===== src/rtl/divider_pkg.sv =====
// divider_pkg: shared definitions for the iterative restoring divider.
//   state_t   - controller states (idle, calculating, result presented)
//   cnt_width - bit counter width able to hold the value DATA_WIDTH_1
package divider_pkg;

    typedef enum logic [1:0] {
        ST_IDLE = 2'd0,
        ST_CALC = 2'd1,
        ST_DONE = 2'd2
    } state_t;

    function automatic int unsigned cnt_width(input int unsigned w);
        return $clog2(w + 1);
    endfunction

endpackage


===== src/rtl/divider_step.sv =====
// divider_step: one combinational radix-2 restoring division step.
//   pr        in  DATA_WIDTH_2  partial remainder (always < divisor)
//   bit_in    in  1             next dividend bit, shifted into the LSB
//   divisor   in  DATA_WIDTH_2  divisor
//   new_pr    out DATA_WIDTH_2  partial remainder after compare/subtract
//   q_bit     out 1             resulting quotient bit
module divider_step #(
    parameter int unsigned DATA_WIDTH_2 = 8
) (
    input  logic [DATA_WIDTH_2-1:0] pr,
    input  logic                    bit_in,
    input  logic [DATA_WIDTH_2-1:0] divisor,
    output logic [DATA_WIDTH_2-1:0] new_pr,
    output logic                    q_bit
);

    // The shifted value needs one extra bit; after a successful subtract the
    // result is below the divisor, so a DATA_WIDTH_2-bit difference is exact.
    logic [DATA_WIDTH_2:0] shifted;

    always_comb begin
        shifted = {pr, bit_in};
        q_bit   = (shifted >= {1'b0, divisor});
        new_pr  = q_bit ? (shifted[DATA_WIDTH_2-1:0] - divisor)
                        : shifted[DATA_WIDTH_2-1:0];
    end

endmodule


===== src/rtl/divider.sv =====
// divider: iterative unsigned restoring divider, one quotient bit per clock,
// behind a start/busy/done handshake.
//   clk, rst_n     clock (rising edge), asynchronous active-low reset
//   start_i        request; operands sampled when accepted (IDLE or DONE)
//   data1_i        dividend, DATA_WIDTH_1 bits
//   data2_i        divisor, DATA_WIDTH_2 bits
//   busy_o         high while calculating
//   done_o         one-cycle pulse, results valid
//   quotient_o     quotient (all ones on divide by zero)
//   remainder_o    remainder (zero on divide by zero)
//   div_by_zero_o  set together with done_o when the divisor was zero
module divider
    import divider_pkg::*;
#(
    parameter int unsigned DATA_WIDTH_1 = 16,
    parameter int unsigned DATA_WIDTH_2 = 8
) (
    input  logic                    clk,
    input  logic                    rst_n,
    input  logic                    start_i,
    input  logic [DATA_WIDTH_1-1:0] data1_i,
    input  logic [DATA_WIDTH_2-1:0] data2_i,
    output logic                    busy_o,
    output logic                    done_o,
    output logic [DATA_WIDTH_1-1:0] quotient_o,
    output logic [DATA_WIDTH_2-1:0] remainder_o,
    output logic                    div_by_zero_o
);

    localparam int unsigned CW = cnt_width(DATA_WIDTH_1);
    localparam logic [CW-1:0] CNT_LOAD = CW'(DATA_WIDTH_1);

    state_t state, state_nxt;

    logic [CW-1:0]           count;
    // Dividend bits leave at the MSB while quotient bits enter at the LSB,
    // so one register serves as both operand and quotient shifter.
    logic [DATA_WIDTH_1-1:0] shift_q;
    logic [DATA_WIDTH_2-1:0] divisor_q;
    logic [DATA_WIDTH_2-1:0] pr_q;

    logic [DATA_WIDTH_2-1:0] pr_nxt;
    logic                    q_bit;
    logic                    accept;
    logic                    zero_div;
    logic                    last_step;

    divider_step #(
        .DATA_WIDTH_2(DATA_WIDTH_2)
    ) u_step (
        .pr      (pr_q),
        .bit_in  (shift_q[DATA_WIDTH_1-1]),
        .divisor (divisor_q),
        .new_pr  (pr_nxt),
        .q_bit   (q_bit)
    );

    always_ff @(posedge clk or negedge rst_n) begin
        if (!rst_n) begin
            state <= ST_IDLE;
        end else begin
            state <= state_nxt;
        end
    end

    always_comb begin
        accept    = start_i && (state != ST_CALC);
        zero_div  = (data2_i == '0);
        // The final step is folded into the CALC->DONE edge so that CALC
        // lasts exactly DATA_WIDTH_1 cycles.
        last_step = (state == ST_CALC) && (count == CW'(1));
        state_nxt = state;
        busy_o    = 1'b0;
        done_o    = 1'b0;
        case (state)
            ST_IDLE, ST_DONE: begin
                done_o = (state == ST_DONE);
                if (accept) begin
                    state_nxt = zero_div ? ST_DONE : ST_CALC;
                end else begin
                    state_nxt = ST_IDLE;
                end
            end
            ST_CALC: begin
                busy_o = 1'b1;
                if (last_step) begin
                    state_nxt = ST_DONE;
                end
            end
            default: begin
                state_nxt = ST_IDLE;
            end
        endcase
    end

    always_ff @(posedge clk or negedge rst_n) begin
        if (!rst_n) begin
            count         <= '0;
            shift_q       <= '0;
            divisor_q     <= '0;
            pr_q          <= '0;
            quotient_o    <= '0;
            remainder_o   <= '0;
            div_by_zero_o <= 1'b0;
        end else if (accept) begin
            shift_q   <= data1_i;
            divisor_q <= data2_i;
            pr_q      <= '0;
            count     <= CNT_LOAD;
            if (zero_div) begin
                quotient_o    <= '1;
                remainder_o   <= '0;
                div_by_zero_o <= 1'b1;
            end
        end else if (state == ST_CALC) begin
            shift_q <= {shift_q[DATA_WIDTH_1-2:0], q_bit};
            pr_q    <= pr_nxt;
            count   <= count - CW'(1);
            if (last_step) begin
                quotient_o    <= {shift_q[DATA_WIDTH_1-2:0], q_bit};
                remainder_o   <= pr_nxt;
                div_by_zero_o <= 1'b0;
            end
        end
    end

endmodule


===== config.mk =====
export PLATFORM = sky130hd
export DESIGN_NAME = divider
export DESIGN_NICKNAME = d
export VERILOG_FILES = /design/src/rtl/divider_pkg.sv /design/src/rtl/divider_step.sv /design/src/rtl/divider.sv
export SDC_FILE = /design/constraint.sdc
export NUM_CORES = 1
export LEC_CHECK = 0
export CAP_MARGIN = 20
export CORE_AREA = 2 2 75 92
export CTS_CLUSTER_SIZE = 30
export DETAILED_ROUTE_END_ITERATION = 6
export DIE_AREA = 0 0 77 94
export GPL_TIMING_DRIVEN = 0
export PLACE_DENSITY = 0.78
export SLEW_MARGIN = 20
export SYNTH_ARGS = -nofsm -noshare
export SYNTH_HDL_FRONTEND = slang
export SYNTH_SLANG_ARGS = --single-unit

===== constraint.sdc =====
create_clock -name clk -period 2.7 [get_ports clk]
set_clock_uncertainty 0.15 [all_clocks]
set_input_delay 0.405 -clock clk [delete_from_list [all_inputs] [get_ports clk]]
set_output_delay 0.405 -clock clk [all_outputs]
set_load 0.02 [all_outputs]

Word-level counts from Yosys, hierarchy flattened
Cells that the tools add are included.
{ "word_totals": {"register_bits": 64, "out_inout_bits": 27} }
{ "op_classes": {"n_addsub": 2, "n_lt_le_gt_ge": 1, "eq_ne": 6, "mux": 25, "n_reduce_logical": 8} }
{ "op_table": {"columns": ["cell", "count"], "rows": [
  ["$mux W16", 6],
  ["$mux W8", 7],
  ["$mux W5", 2],
  ["$ge A9 B8 Y1", 1],
  ["$logic_not A8 Y1", 1],
  ["$sub A8 B8 Y8", 1],
  ["$mux W1", 6],
  ["$mux W2", 3],
  ["$eq A5 B1 Y1 const B", 1],
  ["$sub A5 B1 Y5 const B", 1],
  ["$ne A2 B1 Y1 const B", 2],
  ["$pmux W2 S2", 1],
  ["$reduce_bool A2 Y1", 2],
  ["$reduce_and A3 Y1", 1],
  ["$eq A2 B1 Y1 const B", 1],
  ["$eq A2 B2 Y1 const B", 1],
  ["$logic_and A1 B1 Y1", 2],
  ["$logic_not A2 Y1", 1],
  ["$ne A2 B2 Y1 const B", 1],
  ["$reduce_or A2 Y1", 1]
]} }

Depth between registers and ports, before layout
{ "logic_depth": {"word_depth": 5, "mapped_depth": 8, "mapped_depth_nobuf": 8} }

Cells and area by module
Synthesis repeated with hierarchy kept, for this count alone.
{ "hier_totals": {"hier_cells": 316, "hier_area_um2": 3295.7} }
{ "by_module_without_submodules": {"columns": ["mod", "n_inst", "cells_per_inst", "area_per_inst_um2"], "rows": [
  ["divider", 1, 247, 2775.2],
  ["divider_step", 1, 69, 520.5]
]} }

Worst setup path before layout
No wires, ideal clock.
{ "synth_path": {"kind": "register -> register", "startpoint": "register shift_q[15]", "endpoint": "register remainder_o[6]", "arrival_time_ps": 1911, "slack_ps": 552, "stages_incl_launch_ff": 9, "period_less_slack_ps": 2148, "cell_sequence": "dfrtp_1 -> inv_1 -> ha_1 -> fa_1 -> or2b_1 -> a21boi_0 -> mux2i_1 -> o22ai_1 -> o211ai_1"} }
{ "synth_via": {"elab_chain_cells": 5, "elab_cells_between_ends": 6} }
{ "synth_lines": {"columns": ["item", "line", "text"], "rows": [
  ["start: declaration", "divider.sv:38", "logic [DATA_WIDTH_1-1:0] shift_q;"],
  ["start signal: assignment", "divider.sv:106", "shift_q <= data1_i;"],
  ["start signal: assignment", "divider.sv:116", "shift_q <= {shift_q[DATA_WIDTH_1-2:0], q_bit};"],
  ["$sub A8 B8 Y8 or $ge A9 B8 Y1 (tied branches)", "divider_step.sv:24, divider_step.sv:23", null],
  ["$mux W8 (*)", "divider_step.sv:24", "new_pr = q_bit ? (shifted[DATA_WIDTH_2-1:0] - divisor)"],
  ["$mux W8 (*)", "divider.sv:119", "if (last_step) begin"],
  ["$mux W8 (*)", "divider.sv:115", "end else if (state == ST_CALC) begin"],
  ["$mux W8 (*)", "divider.sv:105", "end else if (accept) begin"],
  ["end signal: assignment", "divider.sv:121", "remainder_o <= pr_nxt;"],
  ["end: declaration", "divider.sv:26", "output logic [DATA_WIDTH_2-1:0] remainder_o,"]
]} }
Every way passes the cells marked *; elsewhere a longest branch is shown, timed or not. The select of a mux whose other input is x is not followed.
A chain may end at the register's enable or synchronous reset.

Worst setup path after layout
{ "layout_path": {"startpoint": "register state[1]", "endpoint": "output busy_o"} }
{ "layout_via": {"elab_chain_cells": 2} }
{ "layout_lines": {"columns": ["item", "line", "text"], "rows": [
  ["start: declaration", "divider.sv:33", "state_t state, state_nxt;"],
  ["start signal: assignment", "divider.sv:62", "state <= state_nxt;"],
  ["$eq A2 B1 Y1", "divider.sv:75", "case (state)"],
  ["$mux W1", "divider.sv:75", null],
  ["end: declaration", "divider.sv:23", "output logic busy_o,"]
]} }
Every way passes these cells.

==> summary.md <==
| Metric | Value |
|---|---|
| Pwr Density | 1370 nW/um^2 |
| Seq/Total Area, Yosys | 0.487 |
| Gr usage total | 0.243 |
| Max Cap Viol | 0 |
| Cell taking the most area after synthesis | dfrtp_1 |
| Top_reg_cell synth | dfrtp_1 |
| Num CTS Buffers | 9 |
| Gate count of the mapped netlist | 321 |
| WP data arrival | 1.98 ns |
| YS warnings | 0 |
| Area growth syn-to-layout | 27.7% |
| Most frequent cells in the layout | dfrtp_1, clkdlybuf4s50_1, nand2_1, o21ai_0, mux2i_1 |
| Synth cell types | 49 |
| Synth Area in Compound Gates | 0.209 |
| Synthesized area | 3290 um^2 |
| Total number of vias | 2,713 |
| Filler instances | 532 |
| Clock tree root buffer cell | clkbuf_8 |
| Max Clk Rate | 394 MHz |
| Final worst-path cycle share | 0.940 |
| Multi-input gate area | 1520 um^2 |
| Wirelength per Cell | 16.8 um |
| Largest family of logic cells by synthesized area | compound AO/OA/AOI/OAI gates |
| Final GP Congestion | 0.854 |
| Post-Synth Adder-Cell Area | 0.0442 |
| Global-route wire length before repair | 13,600 um |
| Worst-path clk slew | 0.07 ns |
| Syn avg cell area | 10.2 um^2 |
| Number of port buffers | 53 |
| Max H-tree Level | 3 |
| Crit path time final | 2.54 ns |
| Worst Setup Slack, final | 0.162 ns |
| Die H | 94 um |
| Largest net degree at the start of global routing | 54 |
| Max-slew violations | 0 |
| Worst-margin pin slew | 0.514 ns |
| Final net count | 429 |
| Syn nets | 359 |
| Finish-stage setup viols | 0 |
| FF+latch area | 1600 um^2 |
| Placeable Area | 6330 um^2 |
| CP endpoint | busy_o |
| FF-to-FF path depth | 8 |
| Worst rel slew slack | 0.655 |
| IO Count | 54 |
| DRC errors left | 0 |
| Worst Setup Start Kind | register |
| Crit Path Category | reg2out |
| Worst skew pair latency | 0.34 ns |
| Reg2Reg Launch Point | shift_q[15] |
| Max rail drop VDD | 0.000639 V |
| Starting density of the core | 0.519 |
| Commonest non-fill, non-tap cell in the layout | dfrtp_1 |
| Top cells by area, synth | dfrtp_1, nand2_1, o21ai_0, mux2i_1, ha_1 |
| Grt total ovfl | 0 |
| Outcome | completed |
| Mean number of vias per cell | 5.64 |
| Clk buf depth | 2 |
| Share of the synthesized area in the top cell type | 0.487 |
| Number of synthesized flops with an enable pin | 0 |
| DRT antenna net count | 0 |
| CP Capture Type | output port |
| RSZ-0062 raised after global routing | no |
| Antenna violations before repair | 0 |
| Die width | 77 um |
| Num rows | 32 |
| First DRT Iteration DRCs | 154 |
| Final hold viol count | 0 |
| Inserted Diodes | 0 |
| Pre-antenna DRT Iters | 4 |
| Multiplexer area fraction after synthesis | 0.0522 |
| Post-route design area | 4200 um^2 |
| Num Clock Sinks | 64 |
| HPWL after DPL | 5710 um |
| Share of cells above drive strength 1 | 0.126 |
| Critical Path Fanout Max | 10 |
| Die area | 7240 um^2 |
| Synth Area in XOR/XNOR | 0.00800 |
| Yosys reg bits | 64 |
| Required time of the critical path | 2.14 ns |
| Hold/Removal Path Class | in2async |
| Simple-gate share of the synthesized area | 0.149 |
| Dpl cell area | 3950 um^2 |
| Routed wire length | 8060 um |
| Reg2reg setup slack | 0.31 ns |
| CTS tree | yes |
| Vias in the first global route | 2,841 |
| Setup WS pre-CTS | -0.0436 ns |
| Crit path launch | state[1] |
| Post-synth ARST share | 1.00 |
| LEAKAGE | 0.00183 uW |
| Worst r2r dst | remainder_o[6] |
[final cells by class]
type                    instances  share of cell area
multi-input cells             226               0.362
well taps                      85              0.0254
clock buffers                  13              0.0379
flip-flops and latches         64               0.382
clock inverters                 3             0.00954
inverters                      15              0.0143
repair buffers                 60               0.144
plain buffers                  15              0.0254
[state kept, by name, summed over array words and instances, names as in the netlist]
signal and count:
count 5, div_by_zero_o 1, divisor_q 8, pr_q 8, quotient_o 16, remainder_o 8
shift_q 16, state 2
[synthesized netlist by cell type (4+ instances only)]
cell,number
o31ai_1,10
o22a_1,11
nand3_1,7
dfrtp_1,64
nor2_1,15
ha_1,10
nand2_1,49
inv_1,14
a31oi_1,4
clkbuf_1,8
nor3_2,6
a21oi_1,14
mux2i_1,16
o21ai_0,34
[metrics by stage]
stage | hold WS (ns) | std cells | util | TNS, ns | power [uW]
5_1_grt | 0.315 | 481 | 0.663 | 0 | 6150
2_1_floorplan | -0.0406 | 321 | - | 0 | 3820
3_5_place_dp | 0.118 | 460 | 0.624 | -0.0436 | 4800
3_3_place_gp | 0.322 | 459 | 0.620 | -63.59 | 4700
6_report | 0.297 | 481 | 0.663 | 0 | 5750
4_1_cts | 0.294 | 476 | 0.657 | 0 | 5680
[worst min-delay path by stage]
| stage | slack (ns) | end | depth (start not counted) |
|---|---|---|---|
| after detailed placement | 0.12 | quotient_o[8] | 1 |
| final | 0.30 | quotient_o[3] | 2 |
| after global placement | 0.32 | remainder_o[2] | 2 |
| after floorplan | -0.04 | count[0] | 0 |
| after CTS | 0.29 | quotient_o[3] | 2 |
| after global routing | 0.31 | quotient_o[8] | 2 |
[layer usage]
metal,global-route usage,up-vias,wire (um)
li1,-,1297,-
met1,0.298,1348,3540
met2,0.427,57,4150
met3,0.0462,11,248
met4,0.0878,0,123
met5,0,-,0
[cells by family (layout without fill, tap and decap cells)]
| family | after synthesis | count (layout) |
|---|---|---|
| AOI/OAI and AO/OA | 99 | 99 |
| xor gates and xnor gates | 3 | 3 |
| adders and majority gates | 11 | 11 |
| buffers and inverters | 31 | 106 |
| DFF | 64 | 64 |
| muxes | 17 | 17 |
| and+or+nand+nor | 96 | 96 |
[power breakdown]
part           internal, uW  total [uW]  switching (uW)
sequential             1440        1800             361
combinational          1350        3110            1760
clock                   475         840             366
total                  3260        5750            2480
[timing repair]
action                     in CTS  in global routing
buffers inserted                0                  5
cloned                          0                  0
hold endpoints to repair       11                  0
setup endpoints to repair       1                  1
hold buffers                    1                  0
resized for setup               2                  0
[critical path, stage by stage (launching register included)]
cell and delay [ns]:
dfrtp_1 0.37, nand2b_1 0.19, clkinvlp_4 0.17, clkbuf_2 0.26, clkdlybuf4s50_1 0.64
Power figures use the tool's default switching activity.
